===== src/rtl/telemetry_pkg.sv =====
// Shared definitions for the telemetry framer: line symbols, CRC-8 helper and
// symbol FSM state encoding.
package telemetry_pkg;

  localparam logic [7:0] K28_5     = 8'hBC;
  localparam logic [7:0] K28_1     = 8'h3C;
  localparam logic [7:0] CRC8_POLY = 8'h07;

  localparam logic [2:0] ST_IDLE    = 3'd0;
  localparam logic [2:0] ST_SOP     = 3'd1;
  localparam logic [2:0] ST_PAYLOAD = 3'd2;
  localparam logic [2:0] ST_CRC     = 3'd3;
  localparam logic [2:0] ST_GAP     = 3'd4;

  // One byte of MSB-first CRC-8 (init and reflection handled by the caller).
  function automatic logic [7:0] crc8_update(input logic [7:0] crc, input logic [7:0] data);
    logic [7:0] c;
    c = crc ^ data;
    for (int i = 0; i < 8; i++) begin
      c = c[7] ? ((c << 1) ^ CRC8_POLY) : (c << 1);
    end
    return c;
  endfunction

endpackage


===== src/rtl/telemetry_pkt_fifo.sv =====
// Packet-wide FIFO: one slot holds a whole payload word; head is visible
// combinationally on rd_data.
module telemetry_pkt_fifo #(
  parameter int WIDTH = 88,
  parameter int DEPTH = 4
) (
  input  logic                     clk,
  input  logic                     rst_n,
  input  logic                     wr_en,
  input  logic [WIDTH-1:0]         wr_data,
  input  logic                     rd_en,
  output logic [WIDTH-1:0]         rd_data,
  output logic [$clog2(DEPTH):0]   level,
  output logic                     empty
);

  localparam int AW = $clog2(DEPTH);
  localparam int LW = AW + 1;

  logic [WIDTH-1:0] mem_q [DEPTH];
  logic [AW-1:0]    wr_ptr_q;
  logic [AW-1:0]    rd_ptr_q;
  logic [LW-1:0]    level_q;
  logic             full;
  logic             do_wr;
  logic             do_rd;

  assign empty   = (level_q == '0);
  assign full    = (level_q == LW'(DEPTH));
  assign level   = level_q;
  assign rd_data = mem_q[rd_ptr_q];

  // A write into a full FIFO is legal when the head leaves in the same cycle.
  assign do_rd = rd_en & ~empty;
  assign do_wr = wr_en & (~full | do_rd);

  always_ff @(posedge clk) begin
    if (!rst_n) begin
      wr_ptr_q <= '0;
      rd_ptr_q <= '0;
      level_q  <= '0;
    end else begin
      if (do_wr) wr_ptr_q <= wr_ptr_q + AW'(1);
      if (do_rd) rd_ptr_q <= rd_ptr_q + AW'(1);
      case ({do_wr, do_rd})
        2'b10:   level_q <= level_q + LW'(1);
        2'b01:   level_q <= level_q - LW'(1);
        default: ;
      endcase
    end
  end

  always_ff @(posedge clk) begin
    if (do_wr) mem_q[wr_ptr_q] <= wr_data;
  end

endmodule


===== src/rtl/telemetry_framer.sv =====
// Telemetry framer: queues whole packets and serialises them as
// SOP / payload / CRC / idle-gap symbols for a downstream 8b10b encoder.
module telemetry_framer
  import telemetry_pkg::*;
#(
  parameter int         G_PACKET_BYTES = 11,
  parameter int         G_FIFO_DEPTH   = 4,
  parameter int         G_MIN_GAP      = 1,
  parameter logic       G_CRC_EN       = 1'b1,
  parameter logic [7:0] G_K_SOP        = K28_5,
  parameter logic [7:0] G_K_IDLE       = K28_1
) (
  input  logic                          clk,
  input  logic                          reset_clk_n,
  input  logic [8*G_PACKET_BYTES-1:0]   packet,
  input  logic                          packet_valid,
  output logic                          packet_ready,
  input  logic                          sym_en,
  output logic [7:0]                    data_out,
  output logic                          k_out,
  output logic                          valid_out,
  output logic [$clog2(G_FIFO_DEPTH):0] fifo_level,
  output logic                          overflow,
  output logic [15:0]                   pkt_count,
  output logic [2:0]                    dbg_state
);

  localparam int         PW       = 8 * G_PACKET_BYTES;
  localparam int         LW       = $clog2(G_FIFO_DEPTH) + 1;
  localparam logic [4:0] LAST_IDX = 5'(G_PACKET_BYTES - 1);
  localparam logic [3:0] LAST_GAP = 4'(G_MIN_GAP - 1);

  logic [2:0]    state_q, state_d;
  logic [4:0]    idx_q, idx_d;
  logic [3:0]    gap_q, gap_d;
  logic [PW-1:0] shreg_q, shreg_d;
  logic [7:0]    crc_q, crc_d;
  logic [7:0]    data_q;
  logic          k_q;
  logic          valid_q;
  logic          overflow_q;
  logic [15:0]   pkt_cnt_q;

  logic [PW-1:0] fifo_head;
  logic          fifo_empty;
  logic          pop;
  logic          wr_ok;
  logic          pkt_done;
  logic          launch;
  logic [7:0]    sym;
  logic          sym_k;

  // Handshake: a packet is taken on any edge where packet_valid is high and
  // either a slot is free (packet_ready) or the head is popped that same edge;
  // otherwise it is dropped and overflow pulses for one cycle.
  assign packet_ready = (fifo_level < LW'(G_FIFO_DEPTH));
  assign wr_ok        = packet_valid & (packet_ready | pop);

  telemetry_pkt_fifo #(
    .WIDTH (PW),
    .DEPTH (G_FIFO_DEPTH)
  ) u_fifo (
    .clk     (clk),
    .rst_n   (reset_clk_n),
    .wr_en   (wr_ok),
    .wr_data (packet),
    .rd_en   (pop),
    .rd_data (fifo_head),
    .level   (fifo_level),
    .empty   (fifo_empty)
  );

  always_comb begin
    state_d  = state_q;
    idx_d    = idx_q;
    gap_d    = gap_q;
    shreg_d  = shreg_q;
    crc_d    = crc_q;
    sym      = G_K_IDLE;
    sym_k    = 1'b1;
    pop      = 1'b0;
    pkt_done = 1'b0;
    launch   = 1'b0;

    case (state_q)
      ST_SOP:     sym = G_K_SOP;
      ST_PAYLOAD: begin sym = shreg_q[PW-1 -: 8]; sym_k = 1'b0; end
      ST_CRC:     begin sym = crc_q;              sym_k = 1'b0; end
      default:    ;
    endcase

    if (sym_en) begin
      case (state_q)
        ST_IDLE: launch = 1'b1;
        ST_SOP: begin
          state_d = ST_PAYLOAD;
          idx_d   = '0;
        end
        ST_PAYLOAD: begin
          crc_d   = crc8_update(crc_q, sym);
          shreg_d = shreg_q << 8;
          idx_d   = idx_q + 5'd1;
          if (idx_q == LAST_IDX) begin
            if (G_CRC_EN) state_d  = ST_CRC;
            else          pkt_done = 1'b1;
          end
        end
        ST_CRC: pkt_done = 1'b1;
        ST_GAP: begin
          gap_d = gap_q + 4'd1;
          if (gap_q == LAST_GAP) launch = 1'b1;
        end
        default: state_d = ST_IDLE;
      endcase

      // With no gap configured, the symbol after the last byte can be SOP.
      if (pkt_done) begin
        if (G_MIN_GAP == 0) launch = 1'b1;
        else begin
          state_d = ST_GAP;
          gap_d   = '0;
        end
      end

      if (launch) begin
        if (!fifo_empty) begin
          pop     = 1'b1;
          shreg_d = fifo_head;
          crc_d   = '0;
          state_d = ST_SOP;
        end else begin
          state_d = ST_IDLE;
        end
      end
    end
  end

  always_ff @(posedge clk) begin
    if (!reset_clk_n) begin
      state_q    <= ST_IDLE;
      idx_q      <= '0;
      gap_q      <= '0;
      shreg_q    <= '0;
      crc_q      <= '0;
      data_q     <= G_K_IDLE;
      k_q        <= 1'b1;
      valid_q    <= 1'b0;
      overflow_q <= 1'b0;
      pkt_cnt_q  <= '0;
    end else begin
      state_q    <= state_d;
      idx_q      <= idx_d;
      gap_q      <= gap_d;
      shreg_q    <= shreg_d;
      crc_q      <= crc_d;
      valid_q    <= sym_en;
      overflow_q <= packet_valid & ~wr_ok;
      if (sym_en) begin
        data_q <= sym;
        k_q    <= sym_k;
      end
      if (pkt_done) pkt_cnt_q <= pkt_cnt_q + 16'd1;
    end
  end

  assign data_out  = data_q;
  assign k_out     = k_q;
  assign valid_out = valid_q;
  assign overflow  = overflow_q;
  assign pkt_count = pkt_cnt_q;
  assign dbg_state = state_q;

endmodule


===== config.mk =====
export PLATFORM = sky130hd
export DESIGN_NAME = telemetry_framer
export DESIGN_NICKNAME = d
export VERILOG_FILES = /design/src/rtl/telemetry_pkg.sv /design/src/rtl/telemetry_pkt_fifo.sv /design/src/rtl/telemetry_framer.sv
export SDC_FILE = /design/constraint.sdc
export NUM_CORES = 1
export LEC_CHECK = 0
export ABC_AREA = 1
export CAP_MARGIN = 5
export CORE_MARGIN = 2
export CORE_UTILIZATION = 47
export CTS_CLUSTER_SIZE = 25
export DETAILED_ROUTE_END_ITERATION = 8
export GPL_TIMING_DRIVEN = 0
export PLACE_DENSITY = 0.66
export SYNTH_ARGS = -nofsm -noshare
export SYNTH_HDL_FRONTEND = slang
export SYNTH_HIERARCHICAL = 1
export SYNTH_SLANG_ARGS = --single-unit
export TNS_END_PERCENT = 5

===== constraint.sdc =====
create_clock -name clk -period 8.3 [get_ports clk]
set_input_delay 0.83 -clock clk [delete_from_list [all_inputs] [get_ports clk]]
set_output_delay 0.83 -clock clk [all_outputs]
set_load 0.01 [all_outputs]

# == Word level (Yosys, flattened, before mapping) ==
# Memory sizes are Yosys's and may differ from the RTL's. A register that Yosys moved wholly into a read port is not among the register bits.
# Cells that the tools add are included.
# W data, S select, Z words.
# word_totals
ff_bits,142
ram_bits,352
input_bits,92
output_inout_bits,34
wordCells,99
mem_count,1
# mem_list
memory,depth,width,rd,rd_ports_with_merged_regs,write_ports,line,rtl
u_fifo.mem_q,4,88,1,1,1,telemetry_pkt_fifo.sv:20,logic [WIDTH-1:0] mem_q [DEPTH];
# classes
addsub,7
n_lt_le_gt_ge,1
n_eq_ne,10
mux,38
n_bitwise,18
n_reduce_logical,11
# ops
op,count
$mux W88,3
$mux W3,11
$mux W8,3
$not A3 Y3,8
$pmux W8 S3,1
$add A16 B1 Y16 const B,1
$mux W1,12
$pmux W5 S2,1
$pmux W3 S3,1
$mux W4,2
$xor A8 B8 Y8,1
$eq A3 B2 Y1 const B,2
$eq A3 B3 Y1 const B,2
$logic_not A3 Y1,2
$pmux W3 S2,1
$reduce_bool A2 Y1,3
$add A5 B1 Y5 const B,1
$eq A5 B4 Y1 const B,1
$add A2 B1 Y2 const B,2
$add A4 B1 Y4 const B,1
$and A1 B1 Y1,4
$logic_not A4 Y1,1
$mux W2,2
$ne A4 B4 Y1 const B,1
other kinds (14),18

# == Longest topological paths before layout ==
# logic_depth
depth_word,22
ltp_mapped,18

# == Hierarchy ==
# Netlist, hierarchy kept.
# modules_own_cells
module,n_inst,cells_each,area_each_um2
telemetry_pkt_fifo,1,923,13510.5
telemetry_framer,1,853,6114.6

# == Least setup slack after synthesis ==
# Ideal clock, no wire load.
# synth_path
path_kind,input to register
from,input sym_en
to,"memory u_fifo.mem_q[0][0], enable pin"
setup_ns,0.536
arrival_time_ns,5.570
required_ns,7.764
slack_ns,2.195
stages,7
n_path_buf,1
cell_sequence,clkinv_1 nor2_1 inv_2 clkbuf_1 a21oi_1 nand2_1 nor2_1
# synth_between
elab_chain_len,6
word_cells_on_any_way,8
# synth_lines
element,line,rtl
from (decl),telemetry_framer.sv:18,"input logic sym_en,"
$mux W1,telemetry_framer.sv:92,if (sym_en) begin
$or A1 B1 Y1,telemetry_framer.sv:57,assign wr_ok = packet_valid & (packet_ready | pop);
$and A1 B1 Y1,telemetry_framer.sv:57,
via wr_ok,telemetry_framer.sv:47,logic wr_ok;
$and A1 B1 Y1,telemetry_pkt_fifo.sv:35,assign do_wr = wr_en & (~full | do_rd);
$mux W1,telemetry_pkt_fifo.sv:54,if (do_wr) mem_q[wr_ptr_q] <= wr_data;
$mux W1 (not written as such),telemetry_pkt_fifo.sv:54,
to (decl),telemetry_pkt_fifo.sv:20,
# The timed path passes the listed nets, and every way through them passes these cells.

# == Worst setup path after layout ==
# layout_path
from,input sym_en
to,"memory u_fifo.mem_q[3][38], enable pin"
# The elaborated chain is that of the path after synthesis.

==> results by group <==
Layout
  • Layout cells sized above 1: 7.577%
  • Layout Area Growth over Synthesis: 19.37%
  • Post-Layout Inst Area: 23430 µm²
  • Final core occ: 57.11%
  • Fin nets: 2068
  • Non-Filler Instances: 2539

Floorplanning
  • Die span in y: 208.3 µm
  • I/O pin total: 126
  • Core ar.: 41020 µm²
  • Row cnt: 74
  • Starting Density: 47.85%
  • Die boundary width: 208.3 µm
  • Die Area: 43410 µm²

Synthesis
  • Most frequent cells after synthesis: edfxtp_1 (352), nor2_1 (290), o21ai_0 (222), nor3_1 (160), dfxtp_1 (144)
  • Synth top area share: 53.86%
  • Mean Syn Cell Area: 11.05 µm²
  • Most frequent cell after synthesis: edfxtp_1
  • Post-synth ARST share: 0%
  • Post-synth EDFFs: 352
  • Yosys top cell by area: edfxtp_1
  • Synth Cell Area: 19630 µm²
  • Unique cell type count in the Yosys netlist: 46
  • Yosys warning total: 6
  • Yosys reg bits: 496
  • Synthesized Nets: 1879
  • Post-synthesis sequential area ratio: 68.55%
  • Top_reg_cell synth: edfxtp_1
  • Synth top area cells: edfxtp_1 (54%), dfxtp_1 (15%), o21ai_0 (5.7%), nor2_1 (5.5%), nor3_1 (4.1%)
  • Syn Inst Count: 1776

Timing
  • Slew Limit Fails: 0
  • Final min period: 4.264 ns
  • Max Freq: 234.5 MHz
  • Final setup margin: 4.036 ns
  • Post-route clock period utilization: 51.37%
  • Max_slew headroom: 37.47%
  • Setup violators final: 0
  • Worst slew pin tran: 0.9357 ns
  • RSZ-0062 raised after global routing: false
  • Endpoints failing hold: 0
  • Fin Clk Skew: 0.01722 ns

Worst setup path
  • Peak fanout along the critical path: 28
  • Slowest stage delay, CP: 0.80 ns
  • CP Cell Sequence: clkdlybuf4s50_1 -> clkinv_1 -> nor2_1 -> inv_2 -> clkbuf_1 -> a21oi_1 -> nand2_1 -> nor2_4 -> buf_16 -> buf_12
  • Startpoint types: primary input
  • Data required, critical path: 8.57 ns
  • CP bufs+invs: 6
  • Critical path class: primary input to flip-flop
  • Crit-path leading delay family: buffers and inverters
  • Arrival @ worst endpoint: 4.53 ns
  • Crit. End Element: flip-flop
  • Slowest CP cell: nor2_4

Outcome
  • Status: finished, final reports clean

Drt
  • Drt first pass iters: 5
  • Final ANT Viol Nets: 0
  • Vias: 14046
  • DR iter-0 viols: 1180
  • DRT Wirelength: 48960 µm
  • Average vias per placed instance: 5.532
  • DRC viols: 0
  • DR WL/cell: 19.28 µm

Place
  • Setup WS pre-CTS: 3.393 ns
  • Placed insts: 2445
  • Placed Area: 21820 µm²
  • DP HPWL: 32250 µm
  • IO Port Bufs: 125
  • Final Wtd Congestion: 0.8724

CTS
  • Clock slew at reported path FFs: 0.06 ns
  • Clk sinks: 496
  • CTS Hold Bufs: 0
  • Post_cts resized: 0
  • Max Buffers Root-to-Sink: 3
  • Clock Latency Late Sink: 0.58 ns
  • Post-CTS Setup Inserts: 0
  • Root buf cell: clkbuf_16
  • CTS tree: yes
  • H-tree depth: 2
  • Total CTS buffers: 50

GRT
  • Vias in the first global route: 13792
  • Largest net degree at the start of global routing: 29
  • Total GRT Usage: 22.48%
  • First-pass GRT wire length: 76120 µm
  • Initial antenna violation count: 2
  • GRT Residual Overflow: 0

Power and ir drop
  • Peak VDD IR: 0.0001487 V
  • Pint: 0.004552 W
  • Comb pwr share: 16.7%
  • Sequential share of power: 48.3%
  • PD cells: 267.8 nW/µm²
  • Net Sw Frac: 27.46%
  • Static leakage: 8.023 nW
  • Switching pwr: 0.001723 W
  • Clock power share: 35.0%

Run
  • Max Cap Viol: 0

Worst hold path
  • HP Class: flip-flop to flip-flop
[layout make-up]
type,count,area (µm²)
clock inverters,26,195.2
clock buffers,67,1409
fillers,3405,17590
diodes,1,2.502
well taps,532,665.6
multi-input cells,1086,5321
plain buffers,111,566.8
inverters,83,314.1
repair buffers,137,1499
flip-flops and latches,496,13450
[routing by layer]
| metal | up-vias | track usage, % | share of wire (%) |
|---|---|---|---|
| met4 | 2 | 6.376 | 2.0 |
| met3 | 81 | 3.487 | 5.6 |
| li1 | 6764 | - | - |
| met2 | 415 | 37.37 | 47 |
| met1 | 6784 | 30.74 | 45 |
| met5 | - | 0 | 0.018 |
[flip-flops by register name, summed over array words and instances (netlist names), named ones only]
name / cells
u_fifo/mem_q: 352
k_out: 1
dbg_state: 3
idx_q: 5
u_fifo/rd_ptr_q: 2
valid_out: 1
pkt_count: 16
shreg_q: 88
crc_q: 8
u_fifo/level: 3
overflow: 1
u_fifo/wr_ptr_q: 2
data_out: 8
gap_q: 4
[power by group through the flow]
stage / Combinational, W / Sequential [W] / Clock (W)
finish: 0.00105 / 0.00303 / 0.00220
global route: 0.00116 / 0.00305 / 0.00233
CTS: 0.00105 / 0.00303 / 0.00223
detailed placement: 0.00105 / 0.00308 / 0
global placement: 0.000991 / 0.00311 / 0
floorplan: 0.000646 / 0.00307 / 0
[cells by family (layout without fill, tap and decap cells)]
logic type / count (synthesis) / count (layout) / share of synthesized area [%]
and+or+nand+nor: 624 / 624 / 13.76
DFF: 496 / 496 / 68.55
AOI/OAI and AO/OA: 442 / 442 / 12.06
buffers and inverters: 194 / 424 / 4.488
adders and majority gates: 11 / 11 / 0.7396
xor gates and xnor gates: 9 / 9 / 0.4017
other: 0 / 1 / 0
[cells in the final DEF, fill, tap and decap left out, types with 3 or more instances in the layout]
master,n
buf_1,4
buf_6,12
o21ai_0,222
nor2_4,6
bufinv_16,3
clkinv_2,10
nand3_1,42
ha_1,10
clkbuf_16,53
inv_1,71
edfxtp_1,352
xor2_1,7
dfxtp_1,144
clkinv_1,14
clkbuf_2,4
buf_12,11
nor3_1,160
buf_2,20
buf_4,6
nor2_1,286
clkdlybuf4s50_1,125
a21oi_1,52
a211oi_1,8
nand2_1,109
o21ai_1,62
nand4_1,6
clkbuf_8,3
clkbuf_1,74
o22ai_1,90
nor3_2,3
inv_2,8
[per-stage QoR]
stage | hold slack (ns) | setup TNS (ns) | total power (W)
final | 0.4717 | 0 | 0.006275
after global routing | 0.4796 | 0 | 0.006542
after CTS | 0.4715 | 0 | 0.006311
after detailed placement | 0.4626 | 0 | 0.004126
after global placement | 0.4516 | -749.10 | 0.004105
after floorplan | 0.4398 | 0 | 0.003716
[path summary, 6_finish.rpt]
kind	from	to	slack, ns	cells after the start
worst min register to register	crc_q[2]$_SDFFE_PN0P_	crc_q[2]$_SDFFE_PN0P_	0.47	2
worst max-delay path	sym_en	u_fifo/mem_q[3][38]$_DFFE_PP_	4.04	10
worst min-delay path	crc_q[2]$_SDFFE_PN0P_	crc_q[2]$_SDFFE_PN0P_	0.47	2
worst max register to register	u_fifo/level[2]$_SDFFE_PN0P_	u_fifo/mem_q[3][38]$_DFFE_PP_	4.25	12
[tightest hold or removal path, cell delays in order (launching register included)]
cell	delay, ns
dfxtp_1	0.31
nand2_1	0.06
a21oi_1	0.06
No activity file was read; power rests on OpenSTA's default activity.
